### src/rtl/wash_program_scheduler_pkg.sv
// Shared codes and timing constants for the wash program scheduler.
// FILL_WATCHDOG_EN (optional) enables the add_water fill watchdog.
package wash_program_scheduler_pkg;

    typedef enum logic [2:0] {
        S_IDLE   = 3'd0,
        S_START  = 3'd1,
        S_WAITGO = 3'd2,
        S_RUN    = 3'd3,
        S_FAULT  = 3'd4
    } sched_state_t;

    localparam logic [2:0] PH_CHECK_DOOR    = 3'd0;
    localparam logic [2:0] PH_ADD_WATER     = 3'd1;
    localparam logic [2:0] PH_ADD_DETERGENT = 3'd2;
    localparam logic [2:0] PH_WASH          = 3'd3;
    localparam logic [2:0] PH_RINSE         = 3'd4;
    localparam logic [2:0] PH_SPIN          = 3'd5;

    localparam logic [1:0] PROG_QUICK    = 2'd0;
    localparam logic [1:0] PROG_NORMAL   = 2'd1;
    localparam logic [1:0] PROG_HEAVY    = 2'd2;
    localparam logic [1:0] PROG_RESERVED = 2'd3;

    localparam logic [2:0] WAITGO_CYCLES = 3'd4;
    localparam logic [7:0] FILL_LIMIT    = 8'd64;

    typedef struct packed {
        logic [7:0] wash;
        logic [7:0] rinse;
        logic [7:0] spin;
    } limits_t;

    function automatic limits_t prog_limits(input logic [1:0] prog);
        limits_t lim;
        case (prog)
            PROG_NORMAL: lim = '{wash: 8'd16, rinse: 8'd8,  spin: 8'd8};
            PROG_HEAVY:  lim = '{wash: 8'd32, rinse: 8'd16, spin: 8'd12};
            default:     lim = '{wash: 8'd8,  rinse: 8'd4,  spin: 8'd4};
        endcase
        return lim;
    endfunction

endpackage

### src/rtl/wash_program_scheduler_phase_timer.sv
// Per-phase cycle counter and timeout compare for the RUN state.
// FILL_WATCHDOG_EN (optional) adds the add_water expiry flag.
module phase_timer
    import wash_program_scheduler_pkg::*;
(
    input  logic       clk,
    input  logic       reset,
    input  logic       run,
    input  logic [1:0] prog,
    input  logic [2:0] phase,
    output logic       wash_timeout,
    output logic       rinse_timeout,
    output logic       spin_timeout,
    output logic       fill_expired
);

    logic [7:0] cnt_q;
    logic [7:0] count;
    logic [2:0] phase_q;
    logic       tracking_q;
    limits_t    lim;

    // The count reads 0 in the very first cycle a new phase code is seen.
    assign count = (tracking_q && (phase == phase_q)) ? cnt_q : 8'd0;
    assign lim   = prog_limits(prog);

    always_ff @(posedge clk) begin
        if (reset) begin
            cnt_q      <= 8'd0;
            phase_q    <= PH_CHECK_DOOR;
            tracking_q <= 1'b0;
        end else if (!run) begin
            cnt_q      <= 8'd0;
            phase_q    <= PH_CHECK_DOOR;
            tracking_q <= 1'b0;
        end else begin
            cnt_q      <= (count == 8'hFF) ? count : count + 8'd1;
            phase_q    <= phase;
            tracking_q <= 1'b1;
        end
    end

    assign wash_timeout  = run && (phase == PH_WASH)  && (count >= lim.wash  - 8'd1);
    assign rinse_timeout = run && (phase == PH_RINSE) && (count >= lim.rinse - 8'd1);
    assign spin_timeout  = run && (phase == PH_SPIN)  && (count >= lim.spin  - 8'd1);

`ifdef FILL_WATCHDOG_EN
    assign fill_expired = run && (phase == PH_ADD_WATER) && (count == FILL_LIMIT - 8'd1);
`else
    assign fill_expired = 1'b0;
`endif

endmodule

### src/rtl/wash_program_scheduler.sv
// Wash program scheduler: starts the washer, times its phases, reports status.
// FILL_WATCHDOG_EN (optional) makes a stalled add_water phase latch a fault.
module wash_program_scheduler
    import wash_program_scheduler_pkg::*;
(
    input  logic       clk,
    input  logic       reset,
    input  logic       prog_valid,
    input  logic [1:0] prog_sel,
    input  logic       fault_clr,
    input  logic [2:0] wsh_state,
    input  logic       wsh_done,
    output logic       wsh_start,
    output logic       wash_timeout,
    output logic       rinse_timeout,
    output logic       spin_timeout,
    output logic       busy,
    output logic       cycle_done,
    output logic       start_rej,
    output logic       fault
);

    sched_state_t state_q, state_d;
    logic [1:0]   prog_q, prog_d;
    logic [2:0]   wait_q, wait_d;
    logic         rej_d, done_d;
    logic         run;
    logic         fill_expired;

    assign run = (state_q == S_RUN);

    phase_timer u_phase_timer (
        .clk           (clk),
        .reset         (reset),
        .run           (run),
        .prog          (prog_q),
        .phase         (wsh_state),
        .wash_timeout  (wash_timeout),
        .rinse_timeout (rinse_timeout),
        .spin_timeout  (spin_timeout),
        .fill_expired  (fill_expired)
    );

    always_ff @(posedge clk) begin
        if (reset) begin
            state_q    <= S_IDLE;
            prog_q     <= PROG_QUICK;
            wait_q     <= 3'd0;
            start_rej  <= 1'b0;
            cycle_done <= 1'b0;
        end else begin
            state_q    <= state_d;
            prog_q     <= prog_d;
            wait_q     <= wait_d;
            start_rej  <= rej_d;
            cycle_done <= done_d;
        end
    end

    always_comb begin
        state_d = state_q;
        prog_d  = prog_q;
        wait_d  = wait_q;
        rej_d   = 1'b0;
        done_d  = 1'b0;
        case (state_q)
            S_IDLE: begin
                if (prog_valid) begin
                    if (prog_sel == PROG_RESERVED) begin
                        rej_d = 1'b1;
                    end else begin
                        prog_d  = prog_sel;
                        state_d = S_START;
                    end
                end
            end
            S_START: begin
                wait_d  = 3'd0;
                state_d = S_WAITGO;
            end
            // A washer still reporting check_door after the grace window has its lid open.
            S_WAITGO: begin
                if (wsh_state != PH_CHECK_DOOR) begin
                    state_d = S_RUN;
                end else if (wait_q == WAITGO_CYCLES - 3'd1) begin
                    state_d = S_IDLE;
                    rej_d   = 1'b1;
                end else begin
                    wait_d = wait_q + 3'd1;
                end
            end
            S_RUN: begin
                if (wsh_done) begin
                    done_d  = 1'b1;
                    state_d = S_IDLE;
                end else if (fill_expired) begin
                    state_d = S_FAULT;
                end
            end
            S_FAULT: begin
                if (fault_clr) begin
                    state_d = S_IDLE;
                end
            end
            default: state_d = S_IDLE;
        endcase
    end

    assign wsh_start = (state_q == S_START);
    assign busy      = (state_q == S_START) || (state_q == S_WAITGO) || (state_q == S_RUN);

`ifdef FILL_WATCHDOG_EN
    assign fault = (state_q == S_FAULT);
`else
    assign fault = 1'b0;
`endif

endmodule

### config.mk
export PLATFORM = sky130hd
export DESIGN_NAME = wash_program_scheduler
export DESIGN_NICKNAME = d
export VERILOG_FILES = /design/src/rtl/wash_program_scheduler_pkg.sv /design/src/rtl/wash_program_scheduler_phase_timer.sv /design/src/rtl/wash_program_scheduler.sv
export SDC_FILE = /design/constraint.sdc
export NUM_CORES = 1
export LEC_CHECK = 0
export ABC_AREA = 1
export BUFFER_PORTS_ARGS = -buffer_cell sky130_fd_sc_hd__buf_4
export CORE_MARGIN = 2
export CORE_UTILIZATION = 52
export CTS_CLUSTER_SIZE = 10
export DETAILED_ROUTE_END_ITERATION = 10
export PLACE_DENSITY_LB_ADDON = 0.2
export SYNTH_ARGS = -nofsm -noshare
export SYNTH_HDL_FRONTEND = slang
export SYNTH_SLANG_ARGS = --single-unit
### constraint.sdc
create_clock -name clk -period 2.1 [get_ports clk]
set_clock_uncertainty 0.2 [all_clocks]
set_input_delay 0.105 -clock clk [delete_from_list [all_inputs] [get_ports clk]]
set_output_delay 0.105 -clock clk [all_outputs]
set_load 0.01 [all_outputs]
After elaboration in Yosys (flattened, before gate mapping):

Cells that the tools add are included.

* word-level logic and storage cells: 74
* bits in registers: 22
* input port bits: 10
* output and inout port bits: 8

* muxes and demuxes: 20
* reductions and logical operators: 16
* equality and inequality tests: 20
* $lt $le $gt $ge: 3
* bitwise operators: 2
* add/subtract/negate cells: 5

Operators with widths (count)
* case mux 22 bit (2 select lines): 1
* >= comparator 8 bit: 3
* 2-to-1 mux 3 bit: 8
* 2-to-1 mux 8 bit: 2
* subtractor 8 x 1 -> 8 bit, second input constant: 2
* case mux 3 bit (5 select lines): 1
* equality test 3 x 2 -> 1 bit, second input constant: 4
* inequality test 2 bit, second input constant: 6
* equality test 3 bit, second input constant: 3
* adder 8 x 1 -> 8 bit, second input constant: 1
* equality test 8 bit, second input constant: 1
* logical AND 1 bit: 7
* subtractor 6 x 1 -> 7 bit, second input constant: 1
* 2-to-1 mux 1 bit: 6
* case mux 3 bit (2 select lines): 1
* AND reduction 3 bit: 2
* AND reduction 5 bit: 1
* equality test 2 bit, second input constant: 2
* adder 3 x 1 -> 3 bit, second input constant: 1
* equality test 3 x 1 -> 1 bit, second input constant: 1
* equality test 3 bit: 1
* logical NOT 3 bit: 1
* inequality test 3 bit, second input constant: 1
* nonzero test 3 bit: 1
* 6 further kinds: 8

Logic depth before layout (Yosys ltp):

* depth after elaboration: 5
* gate-level depth with buffers: 13
* gate-level depth less buffers: 13

By module:

Synthesis repeated with hierarchy kept, for this count alone.

* cells, all modules: 238
* area total of the unflattened synthesis: 1575.3 sq um

By module, submodules not included
* phase_timer: area each 984.7 sq um, cells each 147, times used 1
* wash_program_scheduler: area each 590.6 sq um, cells each 91, times used 1

Worst setup path before layout:

No wires, ideal clock.

* path kind: register to output
* from: register u_phase_timer.phase_q[1]
* to: output port rinse_timeout
* path slack: -0.010 ns
* buffers on the path: 0
* arrival time: 1.805 ns
* stages on the path, launching flop included: 14
* data required time: 1.795 ns
* cells stage by stage: dfxtp_1 -> inv_1 -> nand2_1 -> nand2_1 -> nor2_4 -> nand2_8 -> nor2_2 -> ha_1 -> nand4_1 -> nand2_1 -> nand2_1 -> nand2_1 -> nand2_1 -> a21oi_1

* longest elaborated chain between the ends: 5

Ends and longest elaborated chain
* from (decl): RTL line wash_program_scheduler_phase_timer.sv:19 `logic [2:0] phase_q;`
* from (signal assigned): RTL line wash_program_scheduler_phase_timer.sv:38 `phase_q <= phase;`
* equality test 3 bit: RTL line wash_program_scheduler_phase_timer.sv:24 `assign count = (tracking_q && (phase == phase_q)) ? cnt_q : 8'd0;`
* logical AND 1 bit: RTL line wash_program_scheduler_phase_timer.sv:24
* 2-to-1 mux 8 bit: RTL line wash_program_scheduler_phase_timer.sv:24
* >= comparator 8 bit: RTL line wash_program_scheduler_phase_timer.sv:44 `assign rinse_timeout = run && (phase == PH_RINSE) && (count >= lim.rinse - 8'd1);`
* logical AND 1 bit: RTL line wash_program_scheduler_phase_timer.sv:44
* to (decl): RTL line wash_program_scheduler.sv:15 `output logic rinse_timeout,`

Every way passes these cells.

Worst setup path after layout:

* from: register u_phase_timer.phase_q[0]
* to: output port spin_timeout

* longest elaborated chain between the ends: 5

Ends and longest elaborated chain
* equality test 3 bit: RTL line wash_program_scheduler_phase_timer.sv:24
* logical AND 1 bit: RTL line wash_program_scheduler_phase_timer.sv:24
* 2-to-1 mux 8 bit: RTL line wash_program_scheduler_phase_timer.sv:24
* >= comparator 8 bit: RTL line wash_program_scheduler_phase_timer.sv:45 `assign spin_timeout = run && (phase == PH_SPIN) && (count >= lim.spin - 8'd1);`
* logical AND 1 bit: RTL line wash_program_scheduler_phase_timer.sv:45
* to (decl): RTL line wash_program_scheduler.sv:16 `output logic spin_timeout,`

Every way passes these cells.

==> out/metrics.yaml <==
outcome:
  outcome: "complete, but fails checks"
  violations: "negative setup slack"
setup_path:
  cp.required_ns: 1.79
  critPathLaunchType: "register"
  crit_arrival_ns: 2.09
  cp-end-kind: "primary output"
  worst-setup-path-type: "reg2out"
  r2r-start: "u_phase_timer.phase_q[0]"
  r2r_slack_ns: 0.05
  max_stage_delay_ns: 0.35
  cp_slowest_cell: "dfxtp_2"
  cp_max_fo: 6
  path_cells: "inv_2, nand2_2, nand2_2, nor2_4, nand2_8, buf_8, nor2_8, ha_4, inv_2, nor2_2, a21oi_2, a41oi_2, buf_4"
  reg2reg_to: "u_phase_timer.cnt_q[4]"
  worstRegToRegCells: 12
clocking:
  cts_sinks: 21
  root_buffer: "clkbuf_4"
  clk_pin_slew_worst_paths_ns: 0.12
  clock_latency_ns: 0.31
  h-tree-depth: 1
  cts_tree: "done"
  cts_made_buffers: 3
  clk_path_buf_depth: 2
power:
  ir_worst_vdd_v: 0.000565
  switching_power_uw: 446
  power_uw: 1150
  seq_power_share_pct: 41.2
  clock_power_share_pct: 17.6
  p_leak_uw: 0.000936
  power_density_nw_per_um2: 558
  combPwrFrac_pct: 41.2
  internal_power_uw: 707
  switching_share_pct: 38.7
grt:
  antenna_found_initial: 0
  grt_pass1_wl_mm: 5.85
  grt_max_degree: 12
  grt_usage_pct: 22.3
  grt_pass1_vias: 1444
  grt_overflow_total: 0
sta:
  grt_setup_unrepaired: "true"
  hold_violations: 0
  period_needed_ns: 2.40
  max_freq_mhz: 417
  fin_crit_sh_pct: 114
  setup_violations: 3
  whs_ns: 0.246
  timing.final.ws_setup_ns: -0.298
  setup_tns_ns: -0.861
  slew_viol_final: 0
placement:
  port_buffers: 15
  gp_congestion: 0.814
  dp_hpwl_mm: 2.61
floorplan:
  die_x_microns: 58.3
  start_util_pct: 55.2
  die_h_microns: 58.3
  row_count: 19
  core_sq_um: 2780
  num_io_pins: 18
  die_area_sq_um: 3400
yosys:
  synthAdderAreaFrac_pct: 12.2
  seq_area_frac_synth_pct: 27.4
  synth_edf_count: 0
  synthesis.nets: 245
  muxShareOfSynthArea_pct: 0
  yosys.area_share.simple_pct: 35.0
  synth_compound_area_share_pct: 12.1
  syn_inst: 220
  synth-main-ff-cell: "dfxtp_1"
  synth_area_sq_um: 1540
  yosysUniqueCellTypes: 29
  synth.avg_cell_area_sq_um: 6.98
  synthXorXnorAreaFrac_pct: 0.570
  synth_top_family_by_area: "simple AND/OR/NAND/NOR gates"
  yosysWarnings: 0
  ys_ff_latch: 21
  synthArstFlopShare_pct: 0
run:
  cap_violations: 0
final_layout:
  fillers: 213
  nets: 290
  drive_gt1_share_pct: 31.1
  n_antenna_cell: 0
  area_delta_synth_final_pct: 34.6
detailed_routing:
  route.detailed.drc: 0
  drt_iter0_drc: 40
  ant_nets: 0
  avgRoutedWirePerCell_microns: 12.2
  wl_mm: 3.61
  dr.pass1.iters: 4
  viasPerCell: 5.14
  num_vias: 1515
min_path:
  holdPathStages: 5
  min_to: "wait_q[1]"
  hp-class: "in2reg"
  min-delay-start: "wsh_state[2]"
[cell usage in the layout (no fill, tap or decap), types with 7 or more instances in the layout]
| master | count |
|---|---|
| a21oi_1 | 14 |
| buf_4 | 29 |
| dfxtp_1 | 18 |
| dlygate4sd3_1 | 10 |
| ha_1 | 12 |
| inv_1 | 42 |
| nand2_1 | 33 |
| nand2_2 | 10 |
| nand3_1 | 13 |
| nor2_1 | 16 |
| nor2_4 | 7 |
| o21ai_0 | 9 |
[worst max-delay path by stage]
| stage | cells past startpoint | start | slack, ns | endpoint |
|---|---|---|---|---|
| 2_1_floorplan | 13 | u_phase_timer.phase_q[1] | 0.03 | rinse_timeout |
| 6_report | 13 | u_phase_timer.phase_q[0] | -0.30 | spin_timeout |
| 5_1_grt | 15 | u_phase_timer.phase_q[1] | -0.42 | rinse_timeout |
| 4_1_cts | 13 | u_phase_timer.phase_q[1] | -0.31 | spin_timeout |
| 3_3_place_gp | 14 | u_phase_timer.phase_q[1] | -0.01 | rinse_timeout |
| 3_5_place_dp | 14 | u_phase_timer.phase_q[1] | -0.07 | rinse_timeout |
[power by group through the flow]
stage | Sequential, uW | Combinational (uW) | Clock [uW]
after floorplan | 476 | 306 | 0
after global placement | 483 | 424 | 0
after detailed placement | 484 | 428 | 0
after CTS | 475 | 462 | 209
after global routing | 481 | 531 | 231
final | 475 | 475 | 203
[cell type report]
cell class	instances	area [sq um]	share of cell area (%)
Timing Repair Buffer	41	344	16.6
Tap cell	31	38.8	1.88
Multi-Input combinational cell	149	1050	50.7
Inverter	49	186	9.02
Sequential cell	21	424	20.5
Clock buffer	4	26.3	1.27
[synth_stat cells, types with 2 or more instances]
cell type   n  area share (%)
nor2_1     18             4.4
dfxtp_1    21              27
inv_1      45              11
a21oi_1    19             6.2
nor2_2      2            0.81
nor2_4      4             2.9
nand2_2     6             2.4
o21ai_0    10             3.3
ha_1       15              12
inv_2       4            0.98
nor2_8      2             2.6
nand2_1    37             9.0
nand4_1     6             2.4
a31oi_1     2            0.81
nand3_1    15             4.9
[per-layer routing]
| layer | GRT usage [%] | wire (microns) |
|---|---|---|
| met2 | 41.4 | 1940 |
| met1 | 23.8 | 1480 |
| met3 | 5.71 | 154 |
| met4 | 8.64 | 45 |
| met5 | 0 | 0 |
[what timing repair did]
action	4_1_cts	5_1_grt
hold endpoints to repair	13	0
hold buffers	10	0
pin swaps	10	6
endpoints found under the setup margin	4	8
gates resized for setup	18	16
setup buffers	3	1
[sequential cells by signal, indices dropped and copies added, names as in the netlist]
name / flops
u_phase_timer.cnt_q: 8
u_phase_timer.phase_q: 3
wait_q: 3
prog_q: 2
state_q: 2
cycle_done: 1
start_rej: 1
u_phase_timer.tracking_q: 1
[through the flow]
step           cells  worst slack, ns  utilization [%]  instance area [sq um]
4_1_cts          294           -0.307             72.1                   2010
2_1_floorplan    220           0.0335                -                   1540
3_5_place_dp     277          -0.0718             63.8                   1770
5_1_grt          295           -0.422             74.3                   2070
3_3_place_gp     277          -0.0102             63.8                   1770
6_report         295           -0.298             74.3                   2070
[worst max-delay path: cells and delay by family (launching register included)]
kind	cells	cell delay, ns
buffers and inverters	4	0.42
adders and majority gates	1	0.21
DFF	1	0.35
AOI/OAI and AO/OA	2	0.23
and+or+nand+nor	6	0.56
[kinds of logic after synthesis]
family	after synthesis
AND/OR/NAND/NOR	97
buffers and inverters	50
AO/OA/AOI/OAI	35
flip-flops	21
adder cells (fa/ha/maj)	15
XOR/XNOR	1
other	1
Note: power is estimated with default switching activity, not from simulation.
